--- src/rtl/inst_fetch.sv ---
// Instruction fetch: issues word-aligned fetches under a credit limit and buffers
// returned words with their PCs in a small FIFO for decode. Redirects flush the
// buffer and discard responses still in flight.
`ifndef XLEN
`define XLEN 32
`endif

module inst_fetch #(
  parameter logic [`XLEN-1:0] RESET_PC = 32'h0000_0000,
  parameter int unsigned      DEPTH    = 2
) (
  input  logic             clk,
  input  logic             rst,
  output logic             imem_req_valid,
  input  logic             imem_req_ready,
  output logic [`XLEN-1:0] imem_req_addr,
  input  logic             imem_resp_valid,
  input  logic [`XLEN-1:0] imem_resp_data,
  input  logic             redirect,
  input  logic [`XLEN-1:0] redirect_pc,
  output logic             inst_valid,
  input  logic             inst_ready,
  output logic [`XLEN-1:0] instruction,
  output logic [`XLEN-1:0] inst_pc
);

  localparam int unsigned PW = (DEPTH > 1) ? $clog2(DEPTH) : 1;
  localparam int unsigned CW = $clog2(DEPTH + 1);
  localparam logic [CW:0]   CREDIT_LIMIT = (CW + 1)'(DEPTH);
  localparam logic [CW-1:0] FULL_COUNT   = CW'(DEPTH);

  logic [`XLEN-1:0] fetch_pc;
  logic [`XLEN-1:0] resp_pc;
  logic [CW-1:0]    outstanding;
  logic [CW-1:0]    drop_cnt;

  logic [`XLEN-1:0] pc_mem   [DEPTH];
  logic [`XLEN-1:0] word_mem [DEPTH];
  logic [PW-1:0]    rd_ptr;
  logic [PW-1:0]    wr_ptr;
  logic [CW-1:0]    fifo_count;

  logic             fifo_empty;
  logic             fifo_full;
  logic             credit_ok;
  logic             req_fire;
  logic             push;
  logic             pop;
  logic [CW-1:0]    resp_dec;
  logic [`XLEN-1:0] redirect_target;

  // Credits cover both words in flight and words already buffered, so a
  // returning response always finds a free slot.
  always_comb begin
    fifo_empty      = (fifo_count == '0);
    fifo_full       = (fifo_count == FULL_COUNT);
    credit_ok       = (({1'b0, outstanding} + {1'b0, fifo_count}) < CREDIT_LIMIT);
    imem_req_valid  = !rst && !redirect && credit_ok;
    imem_req_addr   = fetch_pc;
    req_fire        = imem_req_valid && imem_req_ready;
    resp_dec        = CW'(imem_resp_valid);
    push            = !rst && !redirect && imem_resp_valid && (drop_cnt == '0);
    inst_valid      = !rst && !fifo_empty;
    pop             = !redirect && inst_valid && inst_ready;
    instruction     = word_mem[rd_ptr];
    inst_pc         = pc_mem[rd_ptr];
    redirect_target = {redirect_pc[`XLEN-1:2], 2'b00};
  end

  // A response landing in the redirect cycle is already stale, hence it is
  // removed from the in-flight count before that count becomes the drop budget.
  always_ff @(posedge clk) begin
    if (rst) begin
      fetch_pc    <= RESET_PC;
      resp_pc     <= RESET_PC;
      outstanding <= '0;
      drop_cnt    <= '0;
    end else if (redirect) begin
      fetch_pc    <= redirect_target;
      resp_pc     <= redirect_target;
      outstanding <= outstanding - resp_dec;
      drop_cnt    <= outstanding - resp_dec;
    end else begin
      if (req_fire) begin
        fetch_pc <= fetch_pc + `XLEN'(4);
      end
      outstanding <= outstanding + CW'(req_fire) - resp_dec;
      if (imem_resp_valid) begin
        if (drop_cnt == '0) begin
          resp_pc <= resp_pc + `XLEN'(4);
        end else begin
          drop_cnt <= drop_cnt - CW'(1);
        end
      end
    end
  end

  always_ff @(posedge clk) begin
    if (rst || redirect) begin
      rd_ptr     <= '0;
      wr_ptr     <= '0;
      fifo_count <= '0;
    end else begin
      if (push) begin
        wr_ptr <= wr_ptr + PW'(1);
      end
      if (pop) begin
        rd_ptr <= rd_ptr + PW'(1);
      end
      fifo_count <= fifo_count + CW'(push) - CW'(pop);
    end
  end

  always_ff @(posedge clk) begin
    if (push) begin
      pc_mem[wr_ptr]   <= resp_pc;
      word_mem[wr_ptr] <= imem_resp_data;
    end
  end

  no_push_when_full: assert property (@(posedge clk) disable iff (rst)
    !(push && fifo_full && !pop));

  no_unrequested_resp: assert property (@(posedge clk) disable iff (rst)
    !(imem_resp_valid && (outstanding == '0)));

endmodule
--- config.mk ---
export PLATFORM = sky130hd
export DESIGN_NAME = inst_fetch
export DESIGN_NICKNAME = d
export VERILOG_FILES = /design/src/rtl/inst_fetch.sv
export SDC_FILE = /design/constraint.sdc
export NUM_CORES = 1
export LEC_CHECK = 0
export CAP_MARGIN = 5
export CORE_MARGIN = 2
export CORE_UTILIZATION = 30
export DETAILED_ROUTE_END_ITERATION = 10
export GPL_TIMING_DRIVEN = 0
export SKIP_LAST_GASP = 1
export SLEW_MARGIN = 10
export SYNTH_ARGS = -nofsm -noshare
export SYNTH_HDL_FRONTEND = slang
export SYNTH_SLANG_ARGS = --single-unit
export TNS_END_PERCENT = 100
--- constraint.sdc ---
create_clock -name clk -period 5.19 [get_ports clk]
set_input_delay 1.557 -clock clk [delete_from_list [all_inputs] [get_ports clk]]
set_output_delay 1.557 -clock clk [all_outputs]
set_load 0.01 [all_outputs]
Yosys cells after proc, flatten, opt, wreduce, memory -nomap -nowiden

Memories as Yosys holds them, arrays and structs flattened. A register that Yosys moved wholly into a read port is not among the register bits.
Cells that the tools add are included.

Bits in registers: 72
Word-level logic and storage cells: 60
Memories kept: 2
Bits in writable memories: 128
Output and inout port bits: 98

Memories:

| name     | depth | bits a word | read ports | clocked after memory_dff | write ports | line | text |
|---|---|---|---|---|---|---|---|
| pc_mem   | 2     | 32          | 1          | 1                        | 1           | 37   | `` logic [`XLEN-1:0] pc_mem [DEPTH]; `` |
| word_mem | 2     | 32          | 1          | 1                        | 1           | 38   | `` logic [`XLEN-1:0] word_mem [DEPTH]; `` |

Eq/ne operators: 1
Reductions and logical operators: 21
Mux-type cells: 15
Order comparisons: 1
$add $sub $neg: 11

Operators with widths:

| operator              | count |
|---|---|
| $mux 32               | 5 |
| $add 32x3->32 const B | 2 |
| $logic_and 1x1->1     | 8 |
| $mux 2                | 4 |
| $mux 1                | 6 |
| $reduce_and 2->1      | 3 |
| $reduce_bool 2->1     | 3 |
| $sub 2x1->2           | 3 |
| $add 2x1->2           | 2 |
| $logic_not 2->1       | 2 |
| $add 2x2->3           | 1 |
| $logic_not 1->1       | 3 |
| $lt 3x2->1 const B    | 1 |
| $add 1x1->1 const B   | 2 |
| $ne 2x2->1 const B    | 1 |
| $reduce_or 2->1       | 1 |
| $sub 2x1->2 const B   | 1 |
| $logic_or 1x1->1      | 1 |

Longest topological paths before layout

Gate-level depths: netlist of the first run.

Depth after elaboration: 7
Mapped depth: 12
Mapped depth without buffers: 12

Least setup slack after synthesis of the first run

Ideal clock, no wire load.

Path type: input port to flip-flop
Start point: input rst
End point: memory pc_mem[0][10] (netlist name) (enable)
Slack: -0.108 ns
Arrival: 4.816 ns
Stages: 4
Cells stage by stage: clkbuf_1 > and4bb_2 > clkinv_1 > nor2_1

Cells in the longest elaborated chain, start to end: 6

Ends and longest elaborated chain:

| item                           | line | text |
|---|---|---|
| from (decl)                    | 13   | `input logic rst,` |
| $logic_not 1->1                | 62   | `push = !rst && !redirect && imem_resp_valid && (drop_cnt == '0);` |
| $logic_and 1x1->1 (3 in a row) | 62   |  |
| $mux 1                         | 115  | `if (push) begin` |
| $mux 1 (implied by the code)   | 116  | `pc_mem[wr_ptr] <= resp_pc;` |
| to (decl)                      | 37   |  |

No other way between the ends.

Worst setup path in the final report of the first run

Start point: input redirect
End point: output imem_req_valid

Cells in the longest elaborated chain, start to end: 3

Ends and longest elaborated chain:

| item                           | line | text |
|---|---|---|
| from (decl)                    | 19   | `input logic redirect,` |
| $logic_not 1->1                | 58   | `imem_req_valid = !rst && !redirect && credit_ok;` |
| $logic_and 1x1->1 (2 in a row) | 58   |  |
| to (decl)                      | 14   | `output logic imem_req_valid,` |

No other way between the ends.

==> impl_metrics.py, run 1 <==
metrics = {
    "status": {
        "status": "finished clean",
    },
    "timing": {
        "fin_crit_ns": 5.10,
        "hold_viol": 0,
        "rsz0062_at_grt": "no",
        "worst_pin_slew_ns": 0.952,
        "timing.fmax_ghz": 0.196,
        "min_period_over_period_pct": 98.3,
        "slew_headroom_pct": 35.9,
        "hold_ws_ns": 0.501,
        "slew_violations": 0,
        "finClkSkew_ns": 0.0179,
        "setup_viol": 0,
    },
    "setup_path": {
        "path_buf_inv": 3,
        "path_cells": "clkdlybuf4s50_1 > or2_2 > clkbuf_1 > nor3_2 > clkdlybuf4s50_1",
        "cp_max_fo": 10,
        "cp.arrival_ns": 3.54,
        "cpMostUsedCell": "clkdlybuf4s50_1",
        "end_kind": "primary output",
        "cp_data_required_time_ns": 3.63,
        "startpoint_type": "primary input",
        "slowest_delay_ns": 0.58,
        "crit_slowest_cell": "clkdlybuf4s50_1",
        "crit_family": "buffers and inverters",
        "critical_path_class": "in2out",
    },
    "routing": {
        "drt_iter0_markers": 620,
        "antenna_left": 0,
        "wl_met2_um": 11000,
        "drt-total-wl_um": 24300,
        "drc": 0,
        "avgRoutedWirePerCell_um": 18.6,
        "m1WireLength_um": 11100,
        "highest_layer": "met4",
        "via_count": 6684,
        "dr.pass1.iters": 7,
        "vias_per_cell": 5.13,
        "route.met3.wl_um": 1830,
    },
    "power_and_ir_drop": {
        "power.leakage_uw": 0.00376,
        "irDropWorstVdd_mv": 0.223,
        "power_density_nw_per_um2": 303,
    },
    "cells_and_area": {
        "fin_util_pct": 40.1,
        "instances_no_fill": 1304,
        "num-fill-cells": 2802,
        "n_antenna_cell": 0,
        "layout.nets": 986,
        "final_cell_area_um2": 11500,
        "final_cell_mix": "clkdlybuf4s50_1 (160), edfxtp_1 (124), dfxtp_1 (69)",
        "layout-drive-gt1-share_pct": 13.5,
        "area.growth.synth_to_final_pct": 32.6,
        "final_common_cell": "clkdlybuf4s50_1",
    },
    "global_routing": {
        "grt_pass1_wl_um": 37400,
        "grt_antenna_before_repair": 0,
        "grt_max_degree": 54,
        "grt_usage_pct": 16.1,
        "grt-ovfl-total": 0,
        "grt_pass1_vias": 6420,
    },
    "synthesis": {
        "seq_area_frac_synth_pct": 59.1,
        "syn_inst": 721,
        "netlist.top_cell.by_area": "edfxtp_1",
        "ys_async_sr_fraction_pct": 0,
        "synth_flop_cell": "edfxtp_1",
        "ys_seq_elements": 193,
        "avgSynthCellArea_um2": 12.0,
        "ys_top_cells_by_area": "edfxtp_1 (43%), dfxtp_1 (16%), mux2_2 (8.1%), nand4_1 (1.9%), nor2_1 (1.7%)",
        "synth_edf_count": 124,
        "yosys_warnings": 0,
        "netlist.area_leader.share_pct": 43.1,
        "synth.distinct_cells": 63,
        "syn_area_um2": 8640,
    },
    "cts": {
        "htree_levels": 4,
        "cts_root_buf": "clkbuf_16",
        "hold_buffers": 0,
        "clock_path_buffers": 2,
        "cts_made_buffers": 17,
        "post-cts-setup-buffers": 0,
        "clock_sinks": 193,
        "clk_latency_ns": 0.44,
        "path_clk_slew_ns": 0.07,
        "cts_tree": "done",
    },
    "floorplan": {
        "die_h_um": 174,
        "num_rows": 62,
        "ioPinCount": 168,
        "die-area_um2": 30200,
        "fp.dieW_um": 174,
        "initial_utilization_pct": 30.3,
        "core_um2": 28500,
    },
    "placement": {
        "place_congestion": 0.911,
        "post-dp-hpwl_um": 17700,
        "place_area_um2": 10800,
        "place_inst": 1272,
        "port_buffers": 160,
    },
    "hold_path": {
        "holdCritPathClass": "reg2reg",
    },
    "job": {
        "drv_cap": 0,
    },
}
-- state kept, by name (all words and copies together) (netlist names), named ones only --
signal / flops
rd_ptr: 1
wr_ptr: 1
outstanding: 2
word_mem: 64
drop_cnt: 2
resp_pc: 30
pc_mem: 60
fifo_count: 2
imem_req_addr: 30
-- final timing paths --
kind / start / end / slack [ns] / cells past startpoint
worst max register to register: fifo_count[0] / outstanding[1] / 1.98 / 12
worst max-delay path: redirect / imem_req_valid / 0.09 / 5
worst min register to register: resp_pc[8] / pc_mem[1][8] / 0.50 / 0
worst min-delay path: resp_pc[8] / pc_mem[1][8] / 0.50 / 0
-- cells in the mapped netlist (all sizes together), types with 10 or more instances --
master / number
edfxtp: 124
dfxtp: 69
mux2: 62
nor2: 38
nand2: 34
clkbuf: 32
inv: 28
nand4: 26
a21oi: 25
nand3: 23
a31oi: 16
nor3: 16
a21boi: 15
or3: 15
nor4: 14
xnor2: 12
buf: 11
o211ai: 11
xor2: 11
o21ai: 10
o31a: 10
-- metrics by stage --
stage / setup WS [ns] / setup TNS [ns] / total power (uW)
finish: 0.0900 / 0 / 3460
global route: 0.0218 / 0 / 3590
detailed placement: 0.0447 / 0 / 2160
CTS: 0.0272 / 0 / 3500
floorplan: 0.929 / 0 / 1950
global placement: -0.850 / -91.74 / 2150
-- layout make-up --
class | count | area [um^2] | share of cell area (%)
buffer | 43 | 183 | 1.60
clock buffer | 18 | 429 | 3.75
clock inverter | 14 | 173 | 1.51
inverter | 29 | 109 | 0.951
multi-input combinational | 459 | 3270 | 28.5
sequential | 193 | 5100 | 44.6
tap | 384 | 480 | 4.20
timing repair buffer | 164 | 1700 | 14.9
-- per-layer routing --
| layer | up-vias | track usage (%) |
|---|---|---|
| li1 | 3130 | - |
| met1 | 3261 | 22.2 |
| met2 | 270 | 24.9 |
| met3 | 23 | 4.12 |
| met4 | 0 | 4.59 |
| met5 | - | 0 |
-- repair_timing --
item	CTS	global route
setup endpoints to repair	0	2
gates resized for setup	0	3
endpoints found under the hold margin	0	0
-- cell families after synthesis --
logic type | Yosys count | synth area share, %
and+or+nand+nor | 217 | 13.7
DFF | 193 | 59.1
AOI/OAI and AO/OA | 143 | 11.9
buffers and inverters | 72 | 3.36
muxes | 63 | 8.20
xor gates and xnor gates | 23 | 2.33
adders and majority gates | 9 | 1.39
other | 1 | 0.0434
-- power breakdown --
group	switching (uW)	leakage [uW]	internal, uW
registers	66.8	0.00170	1700
clock network	611	0.000292	728
logic	177	0.00178	187
total	855	0.00376	2610
(Power assumes the default switching activity.)
==> run 2: changes to the inputs <==
CAP_MARGIN = not set   (was 5)
CELL_PAD_IN_SITES_DETAIL_PLACEMENT = 0   (was not set)
CELL_PAD_IN_SITES_GLOBAL_PLACEMENT = 2   (was not set)
PLACE_DENSITY_LB_ADDON = 0.1   (was not set)
SLEW_MARGIN = not set   (was 10)
==> impl_metrics.py, run 2 (synthesis gave the netlist of run 1 again) <==
metrics = {
    "power_and_ir_drop": {
        "seqPwrFrac_pct": 51.0,
        "intPower_uw": 2530,
        "power_density_nw_per_um2": 303,
        "swShare_pct": 26.6,
        "p_switching_uw": 916,
        "clkPwrFrac_pct": 38.4,
        "power.leakage_uw": 0.00374,
        "p_comb_share_pct": 10.5,
        "irDropWorstVdd_mv": 0.195,
    },
    "cells_and_area": {
        "final_cell_mix": "clkdlybuf4s50_1 (160), edfxtp_1 (124), dfxtp_1 (69)",
        "final_common_cell": "clkdlybuf4s50_1",
        "regMostFlops": "word_mem",
        "top_regs": "word_mem x64, pc_mem x60",
        "n_antenna_cell": 0,
        "largest_reg_flops": 64,
        "layout-drive-gt1-share_pct": 13.3,
        "layout.nets": 983,
        "area.growth.synth_to_final_pct": 31.9,
    },
    "placement": {
        "place_congestion": 0.858,
        "post-dp-hpwl_um": 18400,
        "dp_slack_ns": -0.0683,
        "port_buffers": 160,
    },
    "routing": {
        "highest_layer": "met4",
        "drc": 0,
        "avgRoutedWirePerCell_um": 19.4,
        "m1WireLength_um": 11700,
        "route.met3.wl_um": 1250,
        "drt_iter0_markers": 427,
        "wl_met2_um": 12000,
        "dr.pass1.iters": 7,
        "drt-total-wl_um": 25200,
        "antenna_left": 0,
        "vias_per_cell": 5.03,
        "via_count": 6549,
    },
    "timing": {
        "timing.fmax_ghz": 0.202,
        "hold_viol": 0,
        "finClkSkew_ns": 0.0142,
        "slew_violations": 0,
        "setup_viol": 0,
        "fin_crit_ns": 4.95,
        "hold_ws_ns": 0.499,
        "rsz0062_at_grt": "no",
        "slew_headroom_pct": 30.1,
        "worst_pin_slew_ns": 1.04,
        "min_period_over_period_pct": 95.3,
        "finalWorstSetupSlack_ns": 0.242,
    },
    "hold_path": {
        "holdCritPathClass": "reg2reg",
    },
    "global_routing": {
        "grt_antenna_before_repair": 0,
        "grt_pass1_wl_um": 39400,
        "grt_pass1_vias": 6751,
        "grt_max_degree": 63,
        "grt_usage_pct": 17.0,
        "grt-ovfl-total": 0,
    },
    "cts": {
        "path_clk_slew_ns": 0.07,
        "cts_tree": "done",
        "cts_root_buf": "clkbuf_16",
        "cts_made_buffers": 17,
        "post-cts-setup-buffers": 0,
        "clk_latency_ns": 0.43,
        "clock_path_buffers": 2,
        "htree_levels": 4,
        "clock_sinks": 193,
        "hold_buffers": 0,
    },
    "setup_path": {
        "critical_path_class": "in2out",
        "end_kind": "primary output",
        "cp_data_required_time_ns": 3.63,
        "cp_max_fo": 10,
        "startpoint_type": "primary input",
        "cp.arrival_ns": 3.39,
    },
    "job": {
        "drv_cap": 0,
    },
    "status": {
        "status": "finished clean",
    },
    "floorplan": {
        "fp.dieW_um": 174,
        "num_rows": 62,
        "initial_utilization_pct": 30.3,
        "ioPinCount": 168,
        "core_um2": 28500,
        "die_h_um": 174,
        "die-area_um2": 30200,
    },
}
==> run 2: changes by cell type in the layout (fill, tap and decap cells not counted), moves of 2 or more <==
cell	delta
clkinv_4	-3
buf_16	-2
inv_6	+2
bufinv_16	-2
clkinv_8	+4
==> run 2: power by group through the flow <==
stage	logic, uW	registers (uW)	clock network, uW
after floorplan	166	1780	0
after global placement	358	1790	0
after detailed placement	365	1800	0
after CTS	368	1760	1360
after global routing	395	1770	1430
final	363	1760	1330
==> run 2: final timing paths <==
check / from / to / slack, ns / cells after the start
worst max-delay path: rst / inst_valid / 0.24 / 5
worst min-delay path: resp_pc[8] / pc_mem[1][8] / 0.50 / 0
worst max register to register: fifo_count[0] / outstanding[1] / 1.89 / 12
worst min register to register: resp_pc[8] / pc_mem[1][8] / 0.50 / 0
==> run 2: routing by layer <==
metal,up-vias,track usage (%)
met5,-,0
met1,3186,22.7
met4,0,4.34
met3,14,3.53
met2,222,28.0
li1,3127,-
==> run 2: stage by stage <==
stage | setup TNS, ns | total power [uW] | instances | instance area, um^2 | utilization [%]
6_report | 0 | 3450 | 1301 | 11400 | 39.9
5_1_grt | 0 | 3600 | 1301 | 11400 | 39.9
4_1_cts | 0 | 3490 | 1302 | 11400 | 39.9
3_5_place_dp | -0.0683 | 2160 | 1270 | 10800 | 37.8
3_3_place_gp | -88.92 | 2150 | 1268 | 10700 | 37.6
2_1_floorplan | 0 | 1950 | 724 | 8650 | -
==> run 2: final cells by class <==
type / count / area [um^2]
plain buffers: 42 / 179
clock buffers: 17 / 425
clock inverters: 15 / 178
fillers: 2825 / 17200
inverters: 29 / 109
multi-input cells: 459 / 3260
flip-flops and latches: 193 / 5100
well taps: 384 / 480
repair buffers: 162 / 1650
==> run 2: timing repair <==
action                                  in CTS  in global routing
endpoints found under the setup margin       1                  1
gates cloned                                 0                  0
resized for setup                            1                  0
pin swaps                                    0                  0
endpoints found under the hold margin        0                  0
==> run 2: critical path: stages <==
cell and delay [ns]:
clkbuf_1 0.38, clkbuf_1 0.49, buf_2 0.38, nor2_1 0.09
clkdlybuf4s50_1 0.48
